File: config.mk
export PLATFORM = sky130hd
export DESIGN_NAME = ps2_kbd_rx
export DESIGN_NICKNAME = d
export VERILOG_FILES = /design/src/rtl/ps2_kbd_rx.sv
export SDC_FILE = /design/constraint.sdc
export NUM_CORES = 1
export LEC_CHECK = 0
export ABC_AREA = 1
export BUFFER_PORTS_ARGS = -buffer_cell sky130_fd_sc_hd__buf_2
export CAP_MARGIN = 20
export CORE_UTILIZATION = 60
export CTS_BUF_LIST = sky130_fd_sc_hd__clkbuf_8
export CTS_CLUSTER_DIAMETER = 30
export DETAILED_ROUTE_END_ITERATION = 8
export PLACE_DENSITY = 0.77
export SLEW_MARGIN = 40
export SYNTH_ARGS = -nofsm -noshare
export SYNTH_HDL_FRONTEND = slang
export SYNTH_SLANG_ARGS = --single-unit
File: constraint.sdc
create_clock -name CLK -period 5.6 [get_ports CLK]
set_clock_uncertainty 0.05 [all_clocks]
set_input_delay 0.28 -clock CLK [delete_from_list [all_inputs] [get_ports CLK]]
set_output_delay 0.28 -clock CLK [all_outputs]
set_load 0.01 [all_outputs]
File: src/rtl/ps2_kbd_rx.sv
// PS/2 keyboard receiver: conditions the raw PS/2 pins, deframes 11-bit
// device-to-host frames and buffers scan codes in a show-ahead FIFO popped by
// the CPU I/O decode. Single CLK domain.
//
// Optional feature: define PS2_BREAK_DECODE_EN to fold the 0xF0 break prefix
// into bit 8 of the following byte instead of pushing it.
//
// Ports:
//   CLK, RST        50 MHz clock, synchronous active-high reset
//   ps2_clk/ps2_dat raw asynchronous PS/2 pins
//   rd_en           pop the head entry (ignored when empty)
//   rd_data         head entry {break, scan[7:0]}, valid while empty=0
//   empty, count    FIFO status
//   overflow        sticky: byte dropped on full FIFO
//   parity_err      sticky: frame rejected on parity failure
//   frame_err       sticky: bad start/stop bit or inter-edge timeout
//   clr_err         clears the three sticky flags (a new event wins)
module ps2_kbd_rx #(
    parameter int unsigned DEPTH   = 16,
    parameter int unsigned FILT    = 8,
    parameter int unsigned TIMEOUT = 50000
) (
    input  logic                     CLK,
    input  logic                     RST,
    input  logic                     ps2_clk,
    input  logic                     ps2_dat,
    input  logic                     rd_en,
    output logic [8:0]               rd_data,
    output logic                     empty,
    output logic [$clog2(DEPTH):0]   count,
    output logic                     overflow,
    output logic                     parity_err,
    output logic                     frame_err,
    input  logic                     clr_err
);

    localparam int unsigned AW = $clog2(DEPTH);
    localparam int unsigned CW = AW + 1;
    localparam int unsigned FW = $clog2(FILT + 1);
    localparam int unsigned TW = $clog2(TIMEOUT + 1);

    typedef enum logic [1:0] {IDLE, DATA, PARITY, STOP} state_t;

    logic          clk_s1, clk_s2, dat_s1, dat_s2;
    logic          clk_filt;
    logic [FW-1:0] filt_cnt;
    logic          strobe;

    state_t        state;
    logic [2:0]    bit_cnt;
    logic [7:0]    shreg;
    logic          par_bit;
    logic [TW-1:0] to_cnt;
`ifdef PS2_BREAK_DECODE_EN
    logic          brk_armed;
`endif

    logic          frame_bad_c, par_bad_c, byte_ok_c, timeout_c, push_c;
    logic [8:0]    push_word_c;

    logic [8:0]    mem [DEPTH];
    logic [AW-1:0] wptr, rptr, rptr_n;
    logic [CW-1:0] count_n;
    logic [8:0]    head_n;
    logic          full, do_pop, do_push;

    // Synchronizers and PS/2 clock glitch filter; strobe marks a filtered falling edge.
    always_ff @(posedge CLK) begin
        if (RST) begin
            clk_s1   <= 1'b1;
            clk_s2   <= 1'b1;
            dat_s1   <= 1'b1;
            dat_s2   <= 1'b1;
            clk_filt <= 1'b1;
            filt_cnt <= '0;
            strobe   <= 1'b0;
        end else begin
            clk_s1 <= ps2_clk;
            clk_s2 <= clk_s1;
            dat_s1 <= ps2_dat;
            dat_s2 <= dat_s1;
            strobe <= 1'b0;
            if (clk_s2 == clk_filt) begin
                filt_cnt <= '0;
            end else if (filt_cnt == FW'(FILT - 1)) begin
                clk_filt <= clk_s2;
                filt_cnt <= '0;
                strobe   <= ~clk_s2;
            end else begin
                filt_cnt <= filt_cnt + FW'(1);
            end
        end
    end

    // Frame verdict at the stop-bit strobe, and inter-edge timeout.
    always_comb begin
        frame_bad_c = strobe && (state == STOP) && !dat_s2;
        par_bad_c   = strobe && (state == STOP) && dat_s2 && !(^{shreg, par_bit});
        byte_ok_c   = strobe && (state == STOP) && dat_s2 && (^{shreg, par_bit});
        timeout_c   = (state != IDLE) && !strobe && (to_cnt == TW'(TIMEOUT - 1));
`ifdef PS2_BREAK_DECODE_EN
        push_c      = byte_ok_c && (shreg != 8'hF0);
        push_word_c = {brk_armed, shreg};
`else
        push_c      = byte_ok_c;
        push_word_c = {1'b0, shreg};
`endif
    end

    // Deframer FSM.
    always_ff @(posedge CLK) begin
        if (RST) begin
            state   <= IDLE;
            bit_cnt <= '0;
            shreg   <= '0;
            par_bit <= 1'b0;
            to_cnt  <= '0;
`ifdef PS2_BREAK_DECODE_EN
            brk_armed <= 1'b0;
`endif
        end else begin
            if (state == IDLE || strobe) begin
                to_cnt <= '0;
            end else begin
                to_cnt <= to_cnt + TW'(1);
            end

            if (timeout_c) begin
                state <= IDLE;
`ifdef PS2_BREAK_DECODE_EN
                brk_armed <= 1'b0;
`endif
            end else if (strobe) begin
                case (state)
                    IDLE: begin
                        if (!dat_s2) begin
                            state   <= DATA;
                            bit_cnt <= '0;
                        end
                    end
                    DATA: begin
                        shreg   <= {dat_s2, shreg[7:1]};
                        bit_cnt <= bit_cnt + 3'd1;
                        if (bit_cnt == 3'd7) state <= PARITY;
                    end
                    PARITY: begin
                        par_bit <= dat_s2;
                        state   <= STOP;
                    end
                    default: begin
                        state <= IDLE;
`ifdef PS2_BREAK_DECODE_EN
                        // Errors and any pushed (or dropped) byte disarm; 0xF0 arms.
                        brk_armed <= byte_ok_c && (shreg == 8'hF0);
`endif
                    end
                endcase
            end
        end
    end

    // FIFO control: next pointers, count and show-ahead head (bypass when writing the new head).
    always_comb begin
        full    = (count == CW'(DEPTH));
        do_pop  = rd_en && !empty;
        do_push = push_c && (!full || do_pop);
        rptr_n  = do_pop ? rptr + AW'(1) : rptr;
        count_n = count;
        if (do_push && !do_pop) count_n = count + CW'(1);
        if (!do_push && do_pop) count_n = count - CW'(1);
        head_n  = (do_push && (wptr == rptr_n)) ? push_word_c : mem[rptr_n];
    end

    // FIFO storage.
    always_ff @(posedge CLK) begin
        if (do_push) mem[wptr] <= push_word_c;
    end

    // FIFO pointers, status outputs and sticky error flags.
    always_ff @(posedge CLK) begin
        if (RST) begin
            wptr       <= '0;
            rptr       <= '0;
            count      <= '0;
            empty      <= 1'b1;
            rd_data    <= '0;
            overflow   <= 1'b0;
            parity_err <= 1'b0;
            frame_err  <= 1'b0;
        end else begin
            if (do_push) wptr <= wptr + AW'(1);
            rptr    <= rptr_n;
            count   <= count_n;
            empty   <= (count_n == '0);
            rd_data <= head_n;

            if (push_c && full && !do_pop) overflow <= 1'b1;
            else if (clr_err)              overflow <= 1'b0;

            if (par_bad_c)    parity_err <= 1'b1;
            else if (clr_err) parity_err <= 1'b0;

            if (frame_bad_c || timeout_c) frame_err <= 1'b1;
            else if (clr_err)             frame_err <= 1'b0;
        end
    end

endmodule
==> results of run 1 <==
## layout make-up
class                   instances  area share
clock buffers                  17     0.02613
flip-flops and latches        193      0.5755
inverters                      94     0.03941
multi-input cells             498      0.2942
clock inverters                15     0.02404
well taps                     176     0.02459
repair buffers                 26     0.01621
## stage by stage
stage	hold WS, ns	util	instance area [um^2]	std cells	worst slack [ns]
floorplan	0.3338	-	8277	820	3.111
global placement	0.3482	0.6330	8449	985	2.326
detailed placement	0.3481	0.6339	8461	985	2.200
CTS	0.01827	0.6690	8930	1019	2.176
global route	0.04389	0.6708	8954	1019	1.973
finish	0.04400	0.6708	8954	1019	2.210
## power groups by stage
stage	registers [uW]	logic, uW	clock network (uW)
after detailed placement	1580	590	0
after CTS	1550	594	1010
after global routing	1550	673	1060
after global placement	1580	574	0
after floorplan	1590	440	0
final	1550	609	1000
## worst max path at each step
stage | endpoint | slack, ns | cells after the start
6_report | mem[0][5] | 2.21 | 10
4_1_cts | mem[4][2] | 2.18 | 10
2_1_floorplan | mem[10][0] | 3.11 | 11
3_3_place_gp | mem[12][6] | 2.33 | 10
5_1_grt | mem[1][4] | 1.97 | 10
3_5_place_dp | mem[4][4] | 2.20 | 10
## sequential cells by signal, indices dropped and copies added, names as in the netlist, 2 cells and up
| register | flops |
|---|---|
| rptr | 4 |
| shreg | 8 |
| bit_cnt | 3 |
| filt_cnt | 4 |
| count | 5 |
| to_cnt | 16 |
| mem | 128 |
| rd_data | 8 |
| state | 2 |
| wptr | 4 |
## Yosys cell counts (all sizes together) (2+ instances only)
master and number:
a21oi 109, nor3 9, edfxtp 128, nor4 4, dfxtp 65, xor2 7, ha 16, nor2 66
clkbuf 19, o211ai 33, or2 5, o21ai 85, nand3 47, inv 94, nand4 2, nor3b 3
buf 16, nand2 107
## worst register-to-register path, cell delays in order (launching register included)
cell     delay, ns
dfxtp_1       0.87
inv_1         0.18
nand2_1       0.11
nand3_1       0.10
nand2_1       0.09
nand2_1       0.06
nand3_1       0.12
nand3_2       0.16
nor2_4        0.37
nand2_1       0.32
nor2_1        0.61
## layer usage
layer	wire length, um	vias up	global-route usage
met5	0	-	0
met4	547	0	0.1258
met3	1450	43	0.07759
met2	8424	288	0.4209
met1	7480	2792	0.3356
li1	-	2853	-
## cells by family after synthesis
kind of cell | count (synthesis) | synth area share
XOR/XNOR | 8 | 0.009373
other | 1 | 0.0004531
adder cells (fa/ha/maj) | 16 | 0.02419
buffers and inverters | 129 | 0.06440
AO/OA/AOI/OAI | 229 | 0.1509
flip-flops | 193 | 0.6216
AND/OR/NAND/NOR | 244 | 0.1291
==> impl_metrics.toml, run 1 <==
[job]
drv_cap = 0

[worst_hold_path]
worstHoldEndpoint = "parity_err"
hold_class = "in2reg"
hp-start = "clr_err"
min_path_cells = 4

[detailed_routing]
wire_per_inst_um = 17.57
drtIter0Drc = 684
firstDrtPassIters = 6
drc_errors = 0
routed_wl_mm = 17.90
drt.antenna.violating_nets = 0
vias = 5976
vias_per_cell = 5.865

[power_and_ir_drop]
p_leak_uw = 0.003362
p_comb_frac = 0.193
power_report.internal_total_uw = 2251
powerDensity_nw_per_um2 = 352.6
peakVddDrop_mv = 0.1879
p_switching_uw = 905.8
power_frac_seq = 0.490
clock_power_share = 0.317
finalPower_uw = 3157
p_sw_frac = 0.2869

[timing]
fin_crit_sh = 0.6054
hold_viol_final = 0
fmax_mhz = 294.9
setup_viol = 0
setup_tns_ns = 0
rsz0062_at_grt = "no"
drv_slew = 0
fin_crit_ns = 3.390
slew_headroom = 0.4400
worst_pin_slew_ns = 0.8389

[synth]
synth_top_area_frac = 0.4644
synth_area_leader_cell = "edfxtp_1"
synth.distinct_cells = 37
yosys_most_used_dff = "edfxtp_1"
synth_area_leaders = "edfxtp_1, dfxtp_1, a21oi_1"
synth.net_count = 842
async_flop_share = 0
syn_inst = 820
yosys_register_bits = 193
synth.cell_area_um2 = 8277
yosysWarnings = 0
synth_edf_count = 128
syn_avg_cell_area_um2 = 10.09
seq_area_frac_synth = 0.6216

[critical_path]
path_common_cell = "nand2_1"
cp_slowest_stage_delay_ns = 0.87
cp-start-kind = "register"
startpoint = "shreg[2]"
r2r-start = "shreg[2]"
path_cells = "inv_1, nand2_1, nand3_1, nand2_1, nand2_1, nand3_1, nand3_2, nor2_4, nand2_1, nor2_1"
worstSetupPathType = "reg2reg"
cp-end-kind = "register"
worst-path-buf-inv = 1
cp_max_fo = 21
worst_r2r_endpoint = "mem[0][5]"
rrSetupSlack_ns = 2.21
slowest_stage = "dfxtp_1"
r2r_cells = 10
worstPathArrival_ns = 3.45
cp.required_ns = 5.66
cp_top_family = "simple AND/OR/NAND/NOR gates"

[clock_tree]
h-tree-depth = 4
clock-root-buffer = "clkbuf_8"
clockBufferDepth = 2
hold_buffers = 2
cts_resized = 0
cts_tree = "done"
clk_latency_ns = 0.47
clkSlewWorstSetupHoldPaths_ns = 0.09
cts_sinks = 193
cts_buffers = 17
postCtsSetupRepairBufs = 0

[global_route]
grt_overflow = 0
grt_usage = 0.2657
grt_pass1_wl_mm = 28.33
grt_antenna_before_repair = 0
grt_pass1_vias = 5703
grt_max_degree = 99

[floorplan]
io_pins = 24
start_util = 0.6201
die_h_um = 119.5
rows = 42
core_area_um2 = 13350
die_w_um = 119.5
die_area_um2 = 14270

[cells_and_area]
finalNetCount = 852
layout_commonest_cell = "edfxtp_1"
multi_input_area_um2 = 2634
nFillCells = 1008
area_growth_pct = 8.178
diodes = 0
drive_gt1_frac = 0.09134
register_area_um2 = 5152
final_cell_mix = "edfxtp_1, a21oi_1, nand2_1, inv_1, o21ai_0"

[placement]
dp_hpwl_mm = 11.55
portBuffers = 22
place_congestion = 0.8980

[outcome]
status = "complete, no violations"
(Power assumes the default switching activity.)
==> inputs of run 2 (changes only) <==
--- a/config.mk
+++ b/config.mk
@@ -8,11 +8,11 @@
 export ABC_AREA = 1
 export BUFFER_PORTS_ARGS = -buffer_cell sky130_fd_sc_hd__buf_2
 export CAP_MARGIN = 20
-export CORE_UTILIZATION = 60
+export CORE_UTILIZATION = 58
 export CTS_BUF_LIST = sky130_fd_sc_hd__clkbuf_8
 export CTS_CLUSTER_DIAMETER = 30
 export DETAILED_ROUTE_END_ITERATION = 8
-export PLACE_DENSITY = 0.77
+export PLACE_DENSITY = 0.78
 export SLEW_MARGIN = 40
 export SYNTH_ARGS = -nofsm -noshare
 export SYNTH_HDL_FRONTEND = slang
==> constraint.sdc (replaced) <==
create_clock -name CLK -period 3 [get_ports CLK]
set_clock_uncertainty 0.05 [all_clocks]
set_input_delay 0.15 -clock CLK [delete_from_list [all_inputs] [get_ports CLK]]
set_output_delay 0.15 -clock CLK [all_outputs]
set_load 0.01 [all_outputs]
==> run 2 against run 1 <==
  * Sequential power increased by 85%
  * Final cell count increased by 2.1%
  * Register-to-register slack worse by 1.7 ns
  * Via count grew 1.4%
  * First-iteration DRC count shrank 12%
  * Critical path depth unchanged
  * Largest power group unchanged
==> impl_metrics.toml, run 2 (synthesis results as in run 1) <==
[outcome]
status = "complete, no violations"

[critical_path]
cp_max_fo = 9
worstPathArrival_ns = 2.52
cp.required_ns = 3.05
cp-end-kind = "register"
cp-start-kind = "register"
worstSetupPathType = "reg2reg"

[cells_and_area]
largestRegisters = "mem: 128 flops, to_cnt: 16 flops"
nFillCells = 1054
final_cells = 1040
diodes = 0
top_register = "mem"
final_cell_mix = "edfxtp_1, a21oi_1, nand2_1, inv_1, o21ai_0"
drive_gt1_frac = 0.09535
register_area_um2 = 5145
layout_commonest_cell = "edfxtp_1"
area_growth_pct = 8.904
multi_input_area_um2 = 2614
finalNetCount = 870
largest_register_ffs = 128

[timing]
setup_tns_ns = 0
hold_ws_ns = 0.1118
hold_viol_final = 0
fin_crit_sh = 0.8232
drv_slew = 0
slew_headroom = 0.5233
fmax_mhz = 404.9
rsz0062_at_grt = "no"
setup_ws_ns = 0.5305
worst_pin_slew_ns = 0.7124
setup_viol = 0
fin_crit_ns = 2.470

[clock_tree]
cts_resized = 0
clockBufferDepth = 2
h-tree-depth = 4
clkSlewWorstSetupHoldPaths_ns = 0.08
cts_tree = "done"
clk_latency_ns = 0.47
cts_sinks = 193
clock-root-buffer = "clkbuf_8"
postCtsSetupRepairBufs = 0
hold_buffers = 3
cts_buffers = 17

[power_and_ir_drop]
p_leak_uw = 0.003188
peakVddDrop_mv = 0.3961
powerDensity_nw_per_um2 = 579.2

[job]
drv_cap = 0

[global_route]
grt_usage = 0.2616
grt_antenna_before_repair = 0
grt_max_degree = 66
grt_pass1_vias = 5817
grt_pass1_wl_mm = 28.62
grt_overflow = 0

[worst_hold_path]
hold_class = "in2reg"

[floorplan]
core_area_um2 = 13880
rows = 43
die_area_um2 = 14750
die_w_um = 121.5
die_h_um = 121.5
io_pins = 24
start_util = 0.5963

[placement]
dp_hpwl_mm = 12.26
dp_slack_ns = 0.5938
portBuffers = 22
place_congestion = 0.8847
dp.cells = 1006

[detailed_routing]
routed_wl_mm = 18.28
vias_per_cell = 5.827
firstDrtPassIters = 8
vias = 6060
drt.antenna.violating_nets = 0
drtIter0Drc = 600
wire_per_inst_um = 17.58
drc_errors = 0
-- run 2: power by group --
| part | switching [uW] | leakage, uW | internal (uW) |
|---|---|---|---|
| sequential | 33.9 | 0.00141 | 2840 |
| clock | 819 | 0.000204 | 788 |
| combinational | 520 | 0.00157 | 223 |
| total | 1370 | 0.00319 | 3850 |
-- run 2: layout make-up --
class / instances / area share
clock buffer: 17 / 0.02596
clock inverter: 14 / 0.01499
inverter: 94 / 0.03914
multi-input combinational: 498 / 0.2900
sequential: 193 / 0.5708
tap: 180 / 0.02499
timing repair buffer: 44 / 0.03415
-- run 2: metal layers --
metal	vias to the layer above	share of wire	global-route usage	routed length [um]
met5	-	0	0	0
met4	0	0.031	0.1142	564
met3	50	0.062	0.06438	1137
met2	257	0.52	0.4553	9417
met1	2862	0.39	0.3049	7165
li1	2891	-	-	-
-- run 2: final timing paths --
check / from / slack, ns / cells after the start / endpoint
max reg2reg: shreg[3] / 0.53 / 10 / mem[10][1]
min: rd_en / 0.11 / 5 / count[1]
max: shreg[3] / 0.53 / 10 / mem[10][1]
min reg2reg: dat_s1 / 0.37 / 1 / dat_s2
-- run 2: through the flow --
step           instance area, um^2  utilization  power [uW]
6_report                      9014       0.6494        5221
5_1_grt                       9014       0.6494        5404
4_1_cts                       9006       0.6488        5224
2_1_floorplan                 8277            -        3501
3_3_place_gp                  8607       0.6201        3632
3_5_place_dp                  8607       0.6201        3660
-- run 2: worst max-delay path, cell delays in order (launching register included) --
cell	delay (ns)
dfxtp_1	0.51
inv_1	0.13
nand2_1	0.08
nand2_1	0.04
nand2_1	0.05
nand2_1	0.07
nand2_1	0.10
nand3_2	0.14
nor2_4	0.19
nand2_1	0.15
nor2_1	0.58
==> inputs of run 3 (changes only) <==
==> constraint.sdc (replaced) <==
create_clock -name CLK -period 2.05 [get_ports CLK]
set_clock_uncertainty 0.05 [all_clocks]
set_input_delay 0.1025 -clock CLK [delete_from_list [all_inputs] [get_ports CLK]]
set_output_delay 0.1025 -clock CLK [all_outputs]
set_load 0.01 [all_outputs]
==> run 3 against run 2 <==
  * The run now ends with setup timing left
  * Global-route usage rose by 3.0 points
  * Total power rose by 57%
  * Sequential share of layout area fell by 5.2 points
  * Hold slack improved by 0.13 ns
  * Die area did not move
  * Flip-flop and latch count did not move
  * Routed wire length rose by 17%
  * Critical path type unchanged
  * Largest cell class unchanged
==> impl_metrics.toml, run 3 (synthesis results as in run 1) <==
[placement]
postPlaceCellArea_um2 = 8905
dp.cells = 1020
dp_slack_ns = -0.1083
portBuffers = 22
dp_hpwl_mm = 12.73
place_congestion = 0.9107

[clock_tree]
cts_buffers = 17
clock-root-buffer = "clkbuf_8"
clk_latency_ns = 0.47
cts_sinks = 193
clkSlewWorstSetupHoldPaths_ns = 0.10
cts_tree = "done"
clockBufferDepth = 2
h-tree-depth = 4

[cells_and_area]
largestRegisters = "mem: 128 flops, to_cnt: 16 flops"
design_area_um2 = 9986
largest_register_ffs = 128
area_growth_pct = 20.65
drive_gt1_frac = 0.2364
final_cells = 1081
diodes = 0
layout_commonest_cell = "edfxtp_1"
finalNetCount = 910
top_register = "mem"
final_cell_mix = "edfxtp_1, a21oi_1, inv_1, nand2_1, o21ai_0"

[power_and_ir_drop]
peakVddDrop_mv = 0.6540
p_leak_uw = 0.003519
powerDensity_nw_per_um2 = 820.2

[timing]
fin_crit_sh = 1.074
fmax_mhz = 454.3
rsz0062_at_grt = "yes"
fin_crit_ns = 2.201
hold_ws_ns = 0.2455
hold_viol_final = 0
slew_headroom = 0.6728
drv_slew = 0
setup_ws_ns = -0.1512
setup_tns_ns = -0.5667
setup_viol = 8
worst_pin_slew_ns = 0.4856

[worst_hold_path]
hold_class = "in2reg"

[critical_path]
cp-end-kind = "register"
worstSetupPathType = "reg2reg"
worstPathArrival_ns = 2.54
cp_max_fo = 5
cp.required_ns = 2.39
cp-start-kind = "register"

[floorplan]
start_util = 0.5963
die_area_um2 = 14750
die_w_um = 121.5
core_area_um2 = 13880
die_h_um = 121.5
rows = 43
io_pins = 24

[global_route]
grt_max_degree = 33
grt_antenna_before_repair = 0
grt_overflow = 0
grt_usage = 0.2914
grt_pass1_wl_mm = 31.76
grt_pass1_vias = 6205

[outcome]
violations = "setup timing"
status = "complete, but fails checks"

[detailed_routing]
top_layer_used = "met4"
vias = 6559
drt.antenna.violating_nets = 0
drc_errors = 0
vias_per_cell = 6.068
met2_length_mm = 10.73
routedLengthMet1_mm = 7.679
drtIter0Drc = 791
routed_wl_mm = 21.44
wl_met3_mm = 2.233
wire_per_inst_um = 19.83
firstDrtPassIters = 6

[job]
drv_cap = 0
[run 3: worst max-delay path: stages, from the launching register on]
cell and delay [ns]:
dfxtp_2 0.35, ha_4 0.26, inv_2 0.04, o21ai_4 0.20, buf_6 0.19, clkbuf_16 0.16, o21ai_0 0.10, o211ai_1 0.28
nand3_1 0.16, nand2_2 0.13, nand2_4 0.06, a21oi_2 0.16
[run 3: layout make-up]
| cell class | count | area, um^2 |
|---|---|---|
| sequential | 193 | 5177 |
| fill | 898 | 3895 |
| multi-input combinational | 499 | 2993 |
| timing repair buffer | 83 | 863.3 |
| inverter | 94 | 357.8 |
| clock buffer | 17 | 234.0 |
| tap | 180 | 225.2 |
| clock inverter | 15 | 135.1 |
[run 3: power breakdown]
group	switching, uW	internal [uW]
sequential	53.6	4150
combinational	979	667
clock	1360	976
total	2400	5790
[run 3: stage by stage]
stage	util	total power [uW]
floorplan	-	5117
global placement	0.6415	5454
detailed placement	0.6415	5494
CTS	0.6932	7951
global route	0.7194	8425
finish	0.7194	8190
[run 3: final timing paths]
| check | from | to | slack (ns) | cells past startpoint |
|---|---|---|---|---|
| setup / recovery | rptr[1] | rd_data[7] | -0.15 | 11 |
| hold / removal | rd_en | rptr[0] | 0.25 | 6 |
| setup reg to reg | rptr[1] | rd_data[7] | -0.15 | 11 |
| hold reg to reg | dat_s1 | dat_s2 | 0.37 | 1 |
[run 3: timing repair]
action | 4_1_cts | 5_1_grt
pin swaps | 13 | 40
hold endpoints to repair | 10 | 0
setup endpoints to repair | 136 | 140
resized for setup | 18 | 90
gates cloned | 3 | 5
hold buffers | 6 | 0
setup buffers | 12 | 5
[run 3: layer usage]
layer,vias to the layer above,track usage
li1,2975,-
met1,3077,0.3524
met2,436,0.4851
met3,71,0.07002
met4,0,0.1466
met5,-,0
